File: src/rtl/dma_pkg.sv
// Shared types, limits and the rotating-priority search used by the DMA request arbiter.
package dma_pkg;

    typedef enum logic [1:0] {
        ARB_IDLE  = 2'd0,
        ARB_HREQ  = 2'd1,
        ARB_GRANT = 2'd2,
        ARB_REL   = 2'd3
    } dma_arb_state_e;

    localparam int DMA_MAX_CH = 16;
    localparam int DMA_IDX_W  = 4;

    // Search upward from ptr with 4-bit wrap. Bits above NUM_CH are zero, so the
    // wrap at 16 gives the same winner as a wrap at NUM_CH.
    function automatic logic [DMA_IDX_W-1:0] rot_first(
        input logic [DMA_MAX_CH-1:0] req,
        input logic [DMA_IDX_W-1:0]  ptr
    );
        logic [DMA_IDX_W-1:0] win;
        logic [DMA_IDX_W-1:0] pos;
        logic                 found;
        win   = 4'd0;
        found = 1'b0;
        for (int i = 0; i < DMA_MAX_CH; i++) begin
            pos = ptr + DMA_IDX_W'(i);
            if (!found && req[pos]) begin
                found = 1'b1;
                win   = pos;
            end
        end
        return win;
    endfunction

endpackage

File: src/rtl/dma_prio_enc.sv
// Combinational rotating priority encoder: highest priority at index ptr, wrapping upward.
module dma_prio_enc
    import dma_pkg::*;
#(
    parameter int NUM_CH = 4,
    parameter int IDX_W  = $clog2(NUM_CH)
) (
    input  logic [NUM_CH-1:0] req,
    input  logic [IDX_W-1:0]  ptr,
    output logic [IDX_W-1:0]  idx,
    output logic              any
);

    logic [DMA_MAX_CH-1:0] req_ext_s;
    logic [DMA_IDX_W-1:0]  ptr_ext_s;
    logic [DMA_IDX_W-1:0]  win_s;
    logic                  unused_win_s;

    // Widen to the package limits and pick the first requester at or after ptr
    always_comb begin
        req_ext_s               = '0;
        req_ext_s[NUM_CH-1:0]   = req;
        ptr_ext_s               = '0;
        ptr_ext_s[IDX_W-1:0]    = ptr;
        win_s                   = rot_first(req_ext_s, ptr_ext_s);
        idx                     = win_s[IDX_W-1:0];
        any                     = |req;
    end

    assign unused_win_s = ^win_s;

endmodule

File: src/rtl/dma_prio_arbiter.sv
// DMA channel request arbiter and HRQ/HLDA bus-hold sequencer.
// Optional software requests are enabled by defining DMA_SW_REQ_EN.
module dma_prio_arbiter
    import dma_pkg::*;
#(
    parameter int NUM_CH           = 4,
    parameter int DREQ_ACTIVE_HIGH = 1,
    parameter int DACK_ACTIVE_HIGH = 0,
    parameter int SYNC_STAGES      = 2,
    localparam int IDX_W           = $clog2(NUM_CH)
) (
    input  logic              CLK,
    input  logic              RESET_N,
    input  logic [NUM_CH-1:0] DREQ,
    input  logic              HLDA,
    output logic              HRQ,
    output logic [NUM_CH-1:0] DACK,
    input  logic [NUM_CH-1:0] cfg_mask,
    input  logic              cfg_rot_prio,
`ifdef DMA_SW_REQ_EN
    input  logic              sw_req_set,
    input  logic              sw_req_clr,
    input  logic [IDX_W-1:0]  sw_req_ch,
`endif
    output logic              svc_valid,
    output logic [IDX_W-1:0]  svc_ch,
    input  logic              svc_done,
    input  logic              svc_tc
);

    localparam logic [NUM_CH-1:0] DACK_IDLE = (DACK_ACTIVE_HIGH != 0) ? '0 : '1;

    logic [NUM_CH-1:0] dreq_norm_s;
    logic [NUM_CH-1:0] sync_r [SYNC_STAGES];
    logic [NUM_CH-1:0] sw_req_s;
    logic [NUM_CH-1:0] elig_s;
    logic [IDX_W-1:0]  enc_ptr_s;
    logic [IDX_W-1:0]  win_s;
    logic              any_s;
    logic [NUM_CH-1:0] win_onehot_s;

    dma_arb_state_e    state_r, state_nx_s;
    logic              hrq_r, hrq_nx_s;
    logic [NUM_CH-1:0] dack_r, dack_nx_s;
    logic              svc_valid_r, svc_valid_nx_s;
    logic [IDX_W-1:0]  svc_ch_r, svc_ch_nx_s;
    logic [IDX_W-1:0]  ptr_r, ptr_nx_s;

    assign dreq_norm_s = (DREQ_ACTIVE_HIGH != 0) ? DREQ : ~DREQ;

    // DREQ synchroniser chain, operating on active-high requests
    always_ff @(posedge CLK or negedge RESET_N) begin
        if (!RESET_N) begin
            for (int i = 0; i < SYNC_STAGES; i++) begin
                sync_r[i] <= '0;
            end
        end else begin
            sync_r[0] <= dreq_norm_s;
            for (int i = 1; i < SYNC_STAGES; i++) begin
                sync_r[i] <= sync_r[i-1];
            end
        end
    end

`ifdef DMA_SW_REQ_EN
    logic [NUM_CH-1:0] sw_req_r, sw_req_nx_s;

    // Software request update: set, then clear overrides, then TC auto-clear
    always_comb begin
        sw_req_nx_s = sw_req_r;
        if (sw_req_set) begin
            sw_req_nx_s[sw_req_ch] = 1'b1;
        end else begin
            sw_req_nx_s = sw_req_nx_s;
        end
        if (sw_req_clr) begin
            sw_req_nx_s[sw_req_ch] = 1'b0;
        end else begin
            sw_req_nx_s = sw_req_nx_s;
        end
        if ((state_r == ARB_GRANT) && svc_done && svc_tc) begin
            sw_req_nx_s[svc_ch_r] = 1'b0;
        end else begin
            sw_req_nx_s = sw_req_nx_s;
        end
    end

    // Software request register
    always_ff @(posedge CLK or negedge RESET_N) begin
        if (!RESET_N) begin
            sw_req_r <= '0;
        end else begin
            sw_req_r <= sw_req_nx_s;
        end
    end

    assign sw_req_s = sw_req_r;
`else
    logic unused_tc_s;
    assign sw_req_s    = '0;
    assign unused_tc_s = svc_tc;
`endif

    assign elig_s    = (sync_r[SYNC_STAGES-1] | sw_req_s) & ~cfg_mask;
    assign enc_ptr_s = cfg_rot_prio ? ptr_r : '0;

    dma_prio_enc #(
        .NUM_CH (NUM_CH),
        .IDX_W  (IDX_W)
    ) u_prio_enc (
        .req (elig_s),
        .ptr (enc_ptr_s),
        .idx (win_s),
        .any (any_s)
    );

    // Next state and next registered outputs of the bus-hold sequencer
    always_comb begin
        state_nx_s     = state_r;
        hrq_nx_s       = hrq_r;
        dack_nx_s      = dack_r;
        svc_valid_nx_s = svc_valid_r;
        svc_ch_nx_s    = svc_ch_r;
        ptr_nx_s       = ptr_r;
        win_onehot_s   = '0;
        win_onehot_s[win_s] = 1'b1;
        case (state_r)
            ARB_IDLE: begin
                if (any_s && !HLDA) begin
                    state_nx_s = ARB_HREQ;
                    hrq_nx_s   = 1'b1;
                end else begin
                    state_nx_s = ARB_IDLE;
                end
            end
            ARB_HREQ: begin
                if (HLDA && any_s) begin
                    state_nx_s     = ARB_GRANT;
                    svc_ch_nx_s    = win_s;
                    dack_nx_s      = DACK_IDLE ^ win_onehot_s;
                    svc_valid_nx_s = 1'b1;
                end else if (HLDA) begin
                    // Request vanished before the bus was granted: release without DACK
                    state_nx_s = ARB_REL;
                    hrq_nx_s   = 1'b0;
                end else begin
                    state_nx_s = ARB_HREQ;
                end
            end
            ARB_GRANT: begin
                if (svc_done || !HLDA) begin
                    state_nx_s     = ARB_REL;
                    hrq_nx_s       = 1'b0;
                    dack_nx_s      = DACK_IDLE;
                    svc_valid_nx_s = 1'b0;
                    ptr_nx_s       = (svc_ch_r == IDX_W'(NUM_CH - 1)) ? '0 : svc_ch_r + IDX_W'(1);
                end else begin
                    state_nx_s = ARB_GRANT;
                end
            end
            ARB_REL: begin
                if (!HLDA) begin
                    state_nx_s = ARB_IDLE;
                end else begin
                    state_nx_s = ARB_REL;
                end
            end
            default: begin
                state_nx_s     = ARB_IDLE;
                hrq_nx_s       = 1'b0;
                dack_nx_s      = DACK_IDLE;
                svc_valid_nx_s = 1'b0;
            end
        endcase
    end

    // State and output registers
    always_ff @(posedge CLK or negedge RESET_N) begin
        if (!RESET_N) begin
            state_r     <= ARB_IDLE;
            hrq_r       <= 1'b0;
            dack_r      <= DACK_IDLE;
            svc_valid_r <= 1'b0;
            svc_ch_r    <= '0;
            ptr_r       <= '0;
        end else begin
            state_r     <= state_nx_s;
            hrq_r       <= hrq_nx_s;
            dack_r      <= dack_nx_s;
            svc_valid_r <= svc_valid_nx_s;
            svc_ch_r    <= svc_ch_nx_s;
            ptr_r       <= ptr_nx_s;
        end
    end

    assign HRQ       = hrq_r;
    assign DACK      = dack_r;
    assign svc_valid = svc_valid_r;
    assign svc_ch    = svc_ch_r;

endmodule

File: config.mk
export PLATFORM = sky130hd
export DESIGN_NAME = dma_prio_arbiter
export DESIGN_NICKNAME = d
export VERILOG_FILES = /design/src/rtl/dma_pkg.sv /design/src/rtl/dma_prio_enc.sv /design/src/rtl/dma_prio_arbiter.sv
export SDC_FILE = /design/constraint.sdc
export NUM_CORES = 1
export LEC_CHECK = 0
export ABC_AREA = 1
export BUFFER_PORTS_ARGS = -buffer_cell sky130_fd_sc_hd__buf_4
export CORE_UTILIZATION = 45
export CTS_BUF_LIST = sky130_fd_sc_hd__clkbuf_16
export CTS_CLUSTER_DIAMETER = 40
export DETAILED_ROUTE_END_ITERATION = 8
export MAX_ROUTING_LAYER = met4
export PLACE_DENSITY = 0.67
export SYNTH_ARGS = -nofsm -noshare
export SYNTH_HDL_FRONTEND = slang
export SYNTH_SLANG_ARGS = --single-unit
export TNS_END_PERCENT = 10
File: constraint.sdc
create_clock -name CLK -period 2.2 [get_ports CLK]
set_input_delay 0.11 -clock CLK [delete_from_list [all_inputs] [get_ports CLK]]
set_output_delay 0.11 -clock CLK [all_outputs]
set_load 0.01 [all_outputs]
Word level (Yosys, flattened, before mapping). Cells that the tools add are included.

Bits in registers: 20. Input bits: 14. Output and inout bits: 8. Word-level logic and storage cells: 180.

Add/sub/neg operators: 16. Order comparisons: 18. Eq/ne operators: 9. Muxes and demuxes: 83. Bitwise gates (word level): 3. Reduce and logical (&&, ||, !) cells: 43.

Operators with widths (count): $bmux W1 S4 (15); $lt A4 B5 Y1 const B (12); $mux W2 (21); $mux W1 (39); $logic_and A1 B1 Y1 (18); $add A2 B3 Y4 const B (4); $add A2 B4 Y4 const B (4); $logic_not A1 Y1 (16); $lt A3 B5 Y1 const B (3); $ne A2 B2 Y1 const B (5); $add A3 B3 Y4 const B (2); $mux W4 (2); $not A4 Y4 (2); $pmux W2 S4 (1); $pmux W4 S2 (1); $add A2 B2 Y3 const B (2); $eq A2 B2 Y1 const B (3); $lt A2 B5 Y1 const B (1); $reduce_and A5 Y1 (1); $add A3 B1 Y4 const B (1); $add A3 B2 Y4 const B (1); $and A4 B4 Y4 (1); $reduce_and A2 Y1 (2); $reduce_or A4 Y1 (1); 14 further kinds (14).

Logic depth before layout (Yosys ltp). Gate-level depths: netlist of the first run.

Depth after elaboration: 57. Mapped depth: 15. Mapped depth without buffers: 15.

Modules after synthesis. A second synthesis of the first run with hierarchy kept.

Cells, all modules: 155. Area total of the unflattened synthesis: 1241.2 µm².

Modules (own cells, without submodules): dma_prio_arbiter (times used 1, cells an instance 96, area each 907.1 µm², sequential area each 505.5 µm²); dma_prio_enc (times used 1, cells an instance 59, area each 334.1 µm², sequential area each 0.0 µm²).

Worst setup path after synthesis of the first run. Ideal clock, no wire load.

Kind: register to register. Start point: register ptr_r[0]. End point: register dack_r[2], in the netlist DACK[2]. Setup time: 76 ps. Arrival: 1736 ps. Required time: 2124 ps. Path slack: 389 ps. Cell stages (with the launch flop): 14. Buffers on the path: 1. Clock period less this slack: 1811 ps. Path through: dfrtp_1 nand2_2 buf_6 ha_1 inv_1 nand3_1 nand3_1 nand2_2 nor2_4 nand4_1 nand3_2 nand2_1 nor2_1 nor2_1.

Word-level cells in the longest chain between the ends: 56.

RTL lines: start: declaration (line dma_prio_arbiter.sv:47) `logic [IDX_W-1:0] ptr_r, ptr_nx_s;`; start signal: assignment (line dma_prio_arbiter.sv:192) `ptr_r <= ptr_nx_s;`; $mux W2 (*) (line dma_prio_arbiter.sv:105) `assign enc_ptr_s = cfg_rot_prio ? ptr_r : '0;`; parallel branches: the longest is 47 deep, another holds $add A2 B1 Y3; $mux W2 (*) (line dma_pkg.sv:27) `if (!found && req[pos]) begin`; $lt A2 B3 Y1 (not written as such) or $ge A2 B1 Y1 (tied branches) (line dma_prio_arbiter.sv:126) `win_onehot_s[win_s] = 1'b1;`; $logic_and A1 B1 Y1 (not written as such) (line dma_prio_arbiter.sv:126); $mux W1 (not written as such) (line dma_prio_arbiter.sv:126); $demux W1 S2 (*) (line dma_prio_arbiter.sv:126); $not A4 Y4 (no line) (*); $mux W4 (*) (line dma_prio_arbiter.sv:137) `if (HLDA && any_s) begin`; $pmux W4 S2 (*) (line dma_prio_arbiter.sv:127) `case (state_r)`; end signal: assignment (line dma_prio_arbiter.sv:189) `dack_r <= dack_nx_s;`; end: declaration (line dma_prio_arbiter.sv:44) `logic [NUM_CH-1:0] dack_r, dack_nx_s;`.

Mark *: on every way between the ends. The select of a mux whose other input is x is not followed. A chain may end at the register's enable or synchronous reset.

Worst setup path in the final report of the first run.
Start point: register ptr_r[1]. End point: register dack_r[2], in the netlist DACK[2].

Same word-level chain as after synthesis.

==> results of run 1 <==
==> logic make-up after synthesis <==
| group | count (synthesis) | synth area share, % |
|---|---|---|
| and+or+nand+nor | 101 | 38.86 |
| buffers and inverters | 23 | 8.036 |
| DFF | 20 | 41.10 |
| AOI/OAI and AO/OA | 11 | 5.900 |
| adders and majority gates | 6 | 6.104 |
==> worst min path at each step <==
stage | start | cells past startpoint | slack (ns) | to
6_report | HLDA | 3 | 0.12 | flip-flop
5_1_grt | HLDA | 3 | 0.13 | flip-flop
4_1_cts | HLDA | 3 | 0.12 | flip-flop
3_5_place_dp | RESET_N | 1 | 0.0008 | sync_r[6]
2_1_floorplan | RESET_N | 0 | -0.19 | HRQ
3_3_place_gp | RESET_N | 1 | -0.005 | sync_r[6]
==> metal layers <==
metal / wire [microns] / GRT usage [%]
met5: 0 / -
met3: 75 / 3.056
met2: 1308 / 36.79
met1: 1196 / 24.16
met4: 55 / 10.68
==> flip-flops by register name (all words and copies together) (netlist names), named ones only <==
signal,flops
sync_r,8
svc_valid,1
HRQ,1
state_r,1
ptr_r,2
svc_ch,2
DACK,4
==> synth_stat cells, drive strengths merged <==
master | count | share of area, %
dfstp | 4 | 8.5
o31ai | 1 | 0.61
dfrtp | 16 | 33
a21oi | 3 | 1.5
inv | 21 | 6.4
buf | 1 | 0.92
nor2 | 17 | 6.6
nand2 | 55 | 18
or2 | 1 | 0.51
a32oi | 1 | 0.71
nor3 | 1 | 0.41
ha | 6 | 6.1
o21ai | 5 | 2.3
clkinv | 1 | 0.71
a221oi | 1 | 0.71
nand3 | 19 | 9.4
nand3b | 1 | 0.61
nand4 | 7 | 3.6
==> power groups by stage <==
stage	clock network, mW	logic (mW)	registers, mW
4_1_cts	0.372	0.971	0.582
3_5_place_dp	0	0.953	0.586
6_report	0.373	0.972	0.580
3_3_place_gp	0	0.920	0.579
5_1_grt	0.391	1.07	0.593
2_1_floorplan	0	0.656	0.603
==> final cells by class <==
class / count / share of cell area, %
multi-input cells: 118 / 40.55
repair buffers: 26 / 13.46
clock inverters: 1 / 0.2433
flip-flops and latches: 20 / 32.77
well taps: 30 / 2.433
inverters: 22 / 5.677
clock buffers: 3 / 4.866
==> timing repair <==
action / 4_1_cts / 5_1_grt
endpoints found under the hold margin: 24 / 0
setup buffers: 0 / 0
hold buffers: 5 / 0
==> worst reg2reg max path, stage by stage (launching register included) <==
cell and delay [ns]:
dfrtp_1 0.40, nand2_2 0.12, ha_1 0.36, inv_1 0.10
nand3_1 0.10, nand3_1 0.14, nand2_2 0.09, nor2_4 0.12
nand4_1 0.15, nand3_2 0.14, nand2_1 0.06, nor2_1 0.08
nor2_1 0.05
==> metrics by stage <==
stage | instance area [sq um] | power [mW] | hold WS (ns) | cells
floorplan | 1230 | 1.259 | -0.1856 | 161
global placement | 1414 | 1.499 | -0.004562 | 211
detailed placement | 1414 | 1.539 | 0.0007687 | 211
CTS | 1543 | 1.925 | 0.1171 | 220
global route | 1543 | 2.056 | 0.1264 | 220
finish | 1543 | 1.924 | 0.1185 | 220
==> impl_results.md, run 1 <==
* Final RePlAce weighted congestion at 0.7997
* Pre-CTS setup slack at approximately 0.24 ns
* Finish-stage setup viols at 0
* Final WL at 2.636 mm
* Arr. time, crit path at 2.17 ns
* Status: completed
* Starting Density at 48.76%
* Worst-Margin Slew at 0.2473 ns
* Vias at 1146
* Logic pwr share at 50.5%
* Die height at 54.28 microns
* TNS Setup at 0 ns
* Area Growth Syn to Fin at 25.43%
* Final Core Density at just over 60%
* DRC at 0
* CTS root buf: clkbuf_16
* Layout cell share with drive strength beyond 1 at around 25%
* Final nets at 211
* MaxCap Viol Count at 0
* Area occupied by multi-input gates at 625.6 sq um
* Clk slew on worst S/H paths at 0.05 ns
* Detail Route Antenna Nets at 0
* Worst-skew pair later-pin latency at 0.25 ns
* Post-detail-place hpwl at 2.018 mm
* All-layer global routing usage at about 21%
* Initial DRC Count at 28
* Synth unique cells at 26
* Number of fill cells at approximately 230
* Sw frac at 41.88%
* Critical Path End: DACK[2]
* Final Max Slew Viols at 0
* Maximum clock frequency at 504.9 MHz
* Wire per inst at 11.98 microns
* Critical Path Start: ptr_r[1]
* Worst path slowest cell: dfrtp_1
* CTS tree: done
* CP top delay family: simple AND/OR/NAND/NOR gates
* Worst path depth at 12
* Num rows at 18
* Skew final at 0.0009977 ns
* Max clock buf depth at 2
* NetSw at about 810 uW
* CP Class: reg -> reg
* Reg2reg start: ptr_r[1]
* Final setup margin at 0.2193 ns
* Antenna violations before repair at 0
* Syn_area_per_cell at 7.639 sq um
* Die W at approximately 54 microns
* Total I/O pin count at 22
* Clock Sink Count at 20
* Slew margin rel. at 83.52%
* Register area share after synthesis at 41.10%
* Grt ovf at 0
* Vias per cell at 5.209
* # port buffers at 20
* Peak VDD IR at roughly 0.00087 V
* Largest net degree at the start of global routing at 21
* Floorplan die area at 0.002946 sq mm
* Hold Violations, Final at 0
* Fin crit share at 90.03%
* FF+latch area at 505.5 sq um
* # resized after CTS at 0
* Yosys reg bits at 20
* Critical path required time at 2.39 ns
* PD cells at 1247 mW/mm^2
* Final Critical Period at a little under 2 ns
* Flop pwr share at a little under a third
* Reg2reg end: DACK[2]
* Int Pwr at 1.118 mW
* Pleak at slightly above 0.8 nW
* CTS Buf Count at 3
* Critical Path Start Type: flip-flop
* Reg2reg setup slack at 0.22 ns
* Syn. warnings at 0
* Buffers & Inverters on Critical Path at 1
* Crit-path max cell delay at 0.40 ns
* Synthesized area at ~0.0012 sq mm
* Setup crit end kind: flip-flop
* Ant diodes at 0
* RSZ-0062 raised after global routing: no
* CTS H-tree lvls at 1
* Cell count after synthesis at ~160
* DRT Pass-1 Iters at 4
* Mapped Nets at 181
* First-pass GRT wire length at between 4 and 5 mm
* Commonest non-fill, non-tap cell in the layout: nand2_1
* Crit-path cells: nand2_2 -> ha_1 -> inv_1 -> nand3_1 -> nand3_1 -> nand2_2 -> nor2_4 -> nand4_1 -> nand3_2 -> nand2_1 -> nor2_1 -> nor2_1
* Vias in the first global route at 1086
* Clock power frac at 19.4%
* Crit path max fanout at 6
* Worst Reg2Reg Path Length in Cells at 12
* Core ar. at 0.002522 sq mm
* Class of the worst hold path: in -> reg
* Most frequent cells in the layout: nand2_1 (50), buf_4 (21), inv_1 (17)
(Power assumes the default switching activity.)
==> run 2, diff against run 1 <==
ABC_AREA = unset   (was 1)
==> run 2 against run 1 <==
Against the previous run:
- via count is 5.2% lower
- synthesized area increased by 0.20%
- synthesized cell count shrank 18%
- die area up 0.18%
- critical endpoint is now DACK[3]
==> impl_results.md, run 2 <==
* PnR Total Power at 2.015 mW (was 1.924 mW)
* Worst-Margin Slew at 0.4931 ns (was 0.2473 ns)
* CTS Buf Count at 3 (unchanged)
* Num rows at 18 (unchanged)
* Area Growth Syn to Fin at 35.13% (was 25.43%)
* Synth area leaders: dfrtp_1 (32%), dfstp_2 (8.5%), ha_1 (6.1%) (was dfrtp_1 (33%), nand2_1 (15%), dfstp_2 (8.5%))
* Clock Sink Count at 20 (unchanged)
* Register area share after synthesis at 41.02% (was 41.10%)
* Final RePlAce weighted congestion at 0.8718 (was 0.7997)
* Critical Path Start Type: flip-flop (unchanged)
* Die W at 54.33 microns (was 54.28 microns)
* Hold endpoint: state_r[0]
* Reg2reg start: sync_r[2] (was ptr_r[1])
* RSZ-0062 raised after global routing: no (unchanged)
* MaxCap Viol Count at 0 (unchanged)
* Final Critical Period at 2.111 ns (was 1.981 ns)
* Floorplan die area at 0.002952 sq mm (was 0.002946 sq mm)
* Final setup margin at 0.08939 ns (was 0.2193 ns)
* Max clock buf depth at 2 (unchanged)
* Detail Route Antenna Nets at 0 (unchanged)
* First-pass GRT wire length at 4.422 mm (was 4.353 mm)
* Pre-CTS setup slack at 0.05848 ns (was 0.2362 ns)
* # resized after CTS at 0 (unchanged)
* Core ar. at 0.002522 sq mm (unchanged)
* Starting Density at 48.86% (was 48.76%)
* Biggest register: sync_r (unchanged)
* Synth top cells by count: dfrtp_1 (16), nor2_1 (12), o21ai_0 (11), nand2_1 (9), inv_1 (8) (was nand2_1 (50), inv_1 (17), dfrtp_1 (16), nand3_1 (15), nor2_1 (14))
* Hold Path Stages at 2 (was 3)
* Hold Violations, Final at 0 (unchanged)
* Slew margin rel. at 66.78% (was 83.52%)
* Arr. time, crit path at 2.29 ns (was 2.17 ns)
* Final nets at 192 (was 211)
* Setup crit end kind: flip-flop (unchanged)
* Most frequent cells in the layout: buf_4 (33), dfrtp_1 (16), nor2_1 (12) (was nand2_1 (50), buf_4 (21), inv_1 (17))
* Post-synth top area cell: dfrtp_1 (unchanged)
* EDFF count, synth at 0 (unchanged)
* CP top delay family: compound AO/OA/AOI/OAI gates (was simple AND/OR/NAND/NOR gates)
* Fin crit share at 95.94% (was 90.03%)
* PD cells at 1210 mW/mm^2 (was 1247 mW/mm^2)
* DRC at 0 (unchanged)
* TNS Setup at 0 ns (unchanged)
* Pleak at 0.7723 nW (was 0.8210 nW)
* Final Max Slew Viols at 0 (unchanged)
* Yosys top cell area share at 32.49% (was 32.55%)
* Max FFs per register at 8 (unchanged)
* Mapped Nets at 152 (was 181)
* # port buffers at 20 (unchanged)
* Clk slew on worst S/H paths at 0.06 ns (was 0.05 ns)
* Reg2reg setup slack at 0.09 ns (was 0.22 ns)
* Syn_area_per_cell at 9.337 sq um (was 7.639 sq um)
* Finish-stage setup viols at 0 (unchanged)
* Total I/O pin count at 22 (unchanged)
* Layout cell share with drive strength beyond 1 at 29.82% (was 25.26%)
* DRT Pass-1 Iters at 4 (unchanged)
* Die height at 54.33 microns (was 54.28 microns)
* Final WL at 2.665 mm (was 2.636 mm)
* Crit-path max cell delay at 0.53 ns (was 0.40 ns)
* Vias per cell at 5.403 (was 5.209)
* Maximum clock frequency at 473.8 MHz (was 504.9 MHz)
* Critical Path Start: sync_r[2] (was ptr_r[1])
* Status: completed (unchanged)
* Reg2reg end: DACK[3] (was DACK[2])
* Most common cell in the netlist: dfrtp_1 (was nand2_1)
* Synthesized area at 0.001232 sq mm (was 0.001230 sq mm)
* CTS H-tree lvls at 1 (unchanged)
* Critical path required time at 2.38 ns (was 2.39 ns)
* Synth unique cells at 46 (was 26)
* Ant diodes at 0 (unchanged)
* Wire per inst at 13.26 microns (was 11.98 microns)
* Post-detail-place hpwl at 2.042 mm (was 2.018 mm)
* Top_reg_cell synth: dfrtp_1 (unchanged)
* Skew final at 0.005224 ns (was 0.0009977 ns)
* Buffers & Inverters on Critical Path at 0 (was 1)
* Commonest non-fill, non-tap cell in the layout: buf_4 (was nand2_1)
* Vias in the first global route at 988 (was 1086)
* Async set-reset flop share out of synthesis at 100.0% (unchanged)
* Largest net degree at the start of global routing at 21 (unchanged)
* Initial DRC Count at 41 (was 28)
* CTS tree: done (unchanged)
* Worst-skew pair later-pin latency at 0.25 ns (about the same)
* Cell count after synthesis at 132 (was 161)
* Crit-path cells: or2b_2 -> mux4_2 -> nand2b_4 -> a211o_1 -> a32o_2 -> a22o_1 (was nand2_2 -> ha_1 -> inv_1 -> nand3_1 -> nand3_1 -> nand2_2 -> nor2_4 -> nand4_1 -> nand3_2 -> nand2_1 -> nor2_1 -> nor2_1)
* Crit path max fanout at 5 (was 6)
* Grt ovf at 0 (unchanged)
* Worst path slowest cell: mux4_2 (was dfrtp_1)
* CP Class: reg -> reg (unchanged)
* Hold Crit Start: HLDA (unchanged)
* Class of the worst hold path: in -> reg (unchanged)
* Syn. warnings at 0 (unchanged)
* Peak VDD IR at 0.0007811 V (was 0.0008725 V)
* Vias at 1086 (was 1146)
* Worst Reg2Reg Path Length in Cells at 6 (was 12)
* Number of fill cells at 193 (was 226)
* CTS root buf: clkbuf_16 (unchanged)
* Antenna violations before repair at 0 (unchanged)
* All-layer global routing usage at 21.47% (was 21.42%)
* Final Core Density at 66.02% (was 61.16%)
* Yosys reg bits at 20 (unchanged)
-- run 2: cell types whose count changed after synthesis, moves of 4 or more --
cell | previous run | this run
a21oi_1 | 2 | 7
inv_1 | 17 | 8
nand2_1 | 50 | 9
nand2_2 | 5 | 0
nand3_1 | 15 | 5
nand3_2 | 4 | 0
nand4_1 | 7 | 2
nor2b_1 | 0 | 7
o21ai_0 | 3 | 11
-- run 2: layout make-up --
class / count / area [sq um] / share of cell area, %
multi-input combinational: 100 / 683.2 / 41.02
sequential: 20 / 505.5 / 30.35
timing repair buffer: 38 / 297.8 / 17.88
clock buffer: 3 / 75.07 / 4.508
tap: 30 / 37.54 / 2.254
inverter: 9 / 36.28 / 2.179
clock inverter: 1 / 30.03 / 1.803
-- run 2: worst max-delay path by stage --
| stage | to | cells after the start | slack (ns) |
|---|---|---|---|
| CTS | DACK[3] | 6 | 0.05 |
| floorplan | DACK[3] | 9 | 0.008 |
| finish | DACK[3] | 6 | 0.09 |
| global route | DACK[3] | 6 | 0.009 |
| global placement | DACK[3] | 6 | 0.08 |
| detailed placement | DACK[3] | 6 | 0.06 |
-- run 2: stage by stage --
| stage | hold WS, ns | area (sq um) | std cells |
|---|---|---|---|
| 2_1_floorplan | -0.1856 | 1247 | 132 |
| 6_report | 0.1248 | 1665 | 201 |
| 3_3_place_gp | -0.0003856 | 1503 | 191 |
| 4_1_cts | 0.1172 | 1658 | 200 |
| 3_5_place_dp | 0.007014 | 1503 | 191 |
| 5_1_grt | 0.1292 | 1665 | 201 |
-- run 2: what timing repair did --
item,CTS,global route
buffers inserted,0,1
hold buffers,5,0
hold endpoints to repair,24,0
endpoints found under the setup margin,0,2
-- run 2: layer usage --
metal	GRT usage (%)	up-vias	routed length (microns)
li1	-	558	-
met1	27.73	513	1299
met2	36.38	13	1299
met3	2.500	2	55
met4	3.846	0	10
met5	-	-	0
-- run 2: kinds of logic after synthesis --
family | synth area share, %
and+or+nand+nor | 21.93
AOI/OAI and AO/OA | 20.51
DFF | 41.01
buffers and inverters | 4.568
adders and majority gates | 6.091
muxes | 5.178
xor gates and xnor gates | 0.7108
-- run 2: worst reg2reg max path, stage by stage (launching register included) --
cell and delay, ns:
dfrtp_1 0.35, or2b_2 0.30, mux4_2 0.53, nand2b_4 0.16
a211o_1 0.26, a32o_2 0.26, a22o_1 0.19
-- run 2: power breakdown --
part           internal, mW  switching [mW]
clock                 0.361           0.133
sequential            0.481          0.0640
combinational         0.471           0.505
total                  1.31           0.702
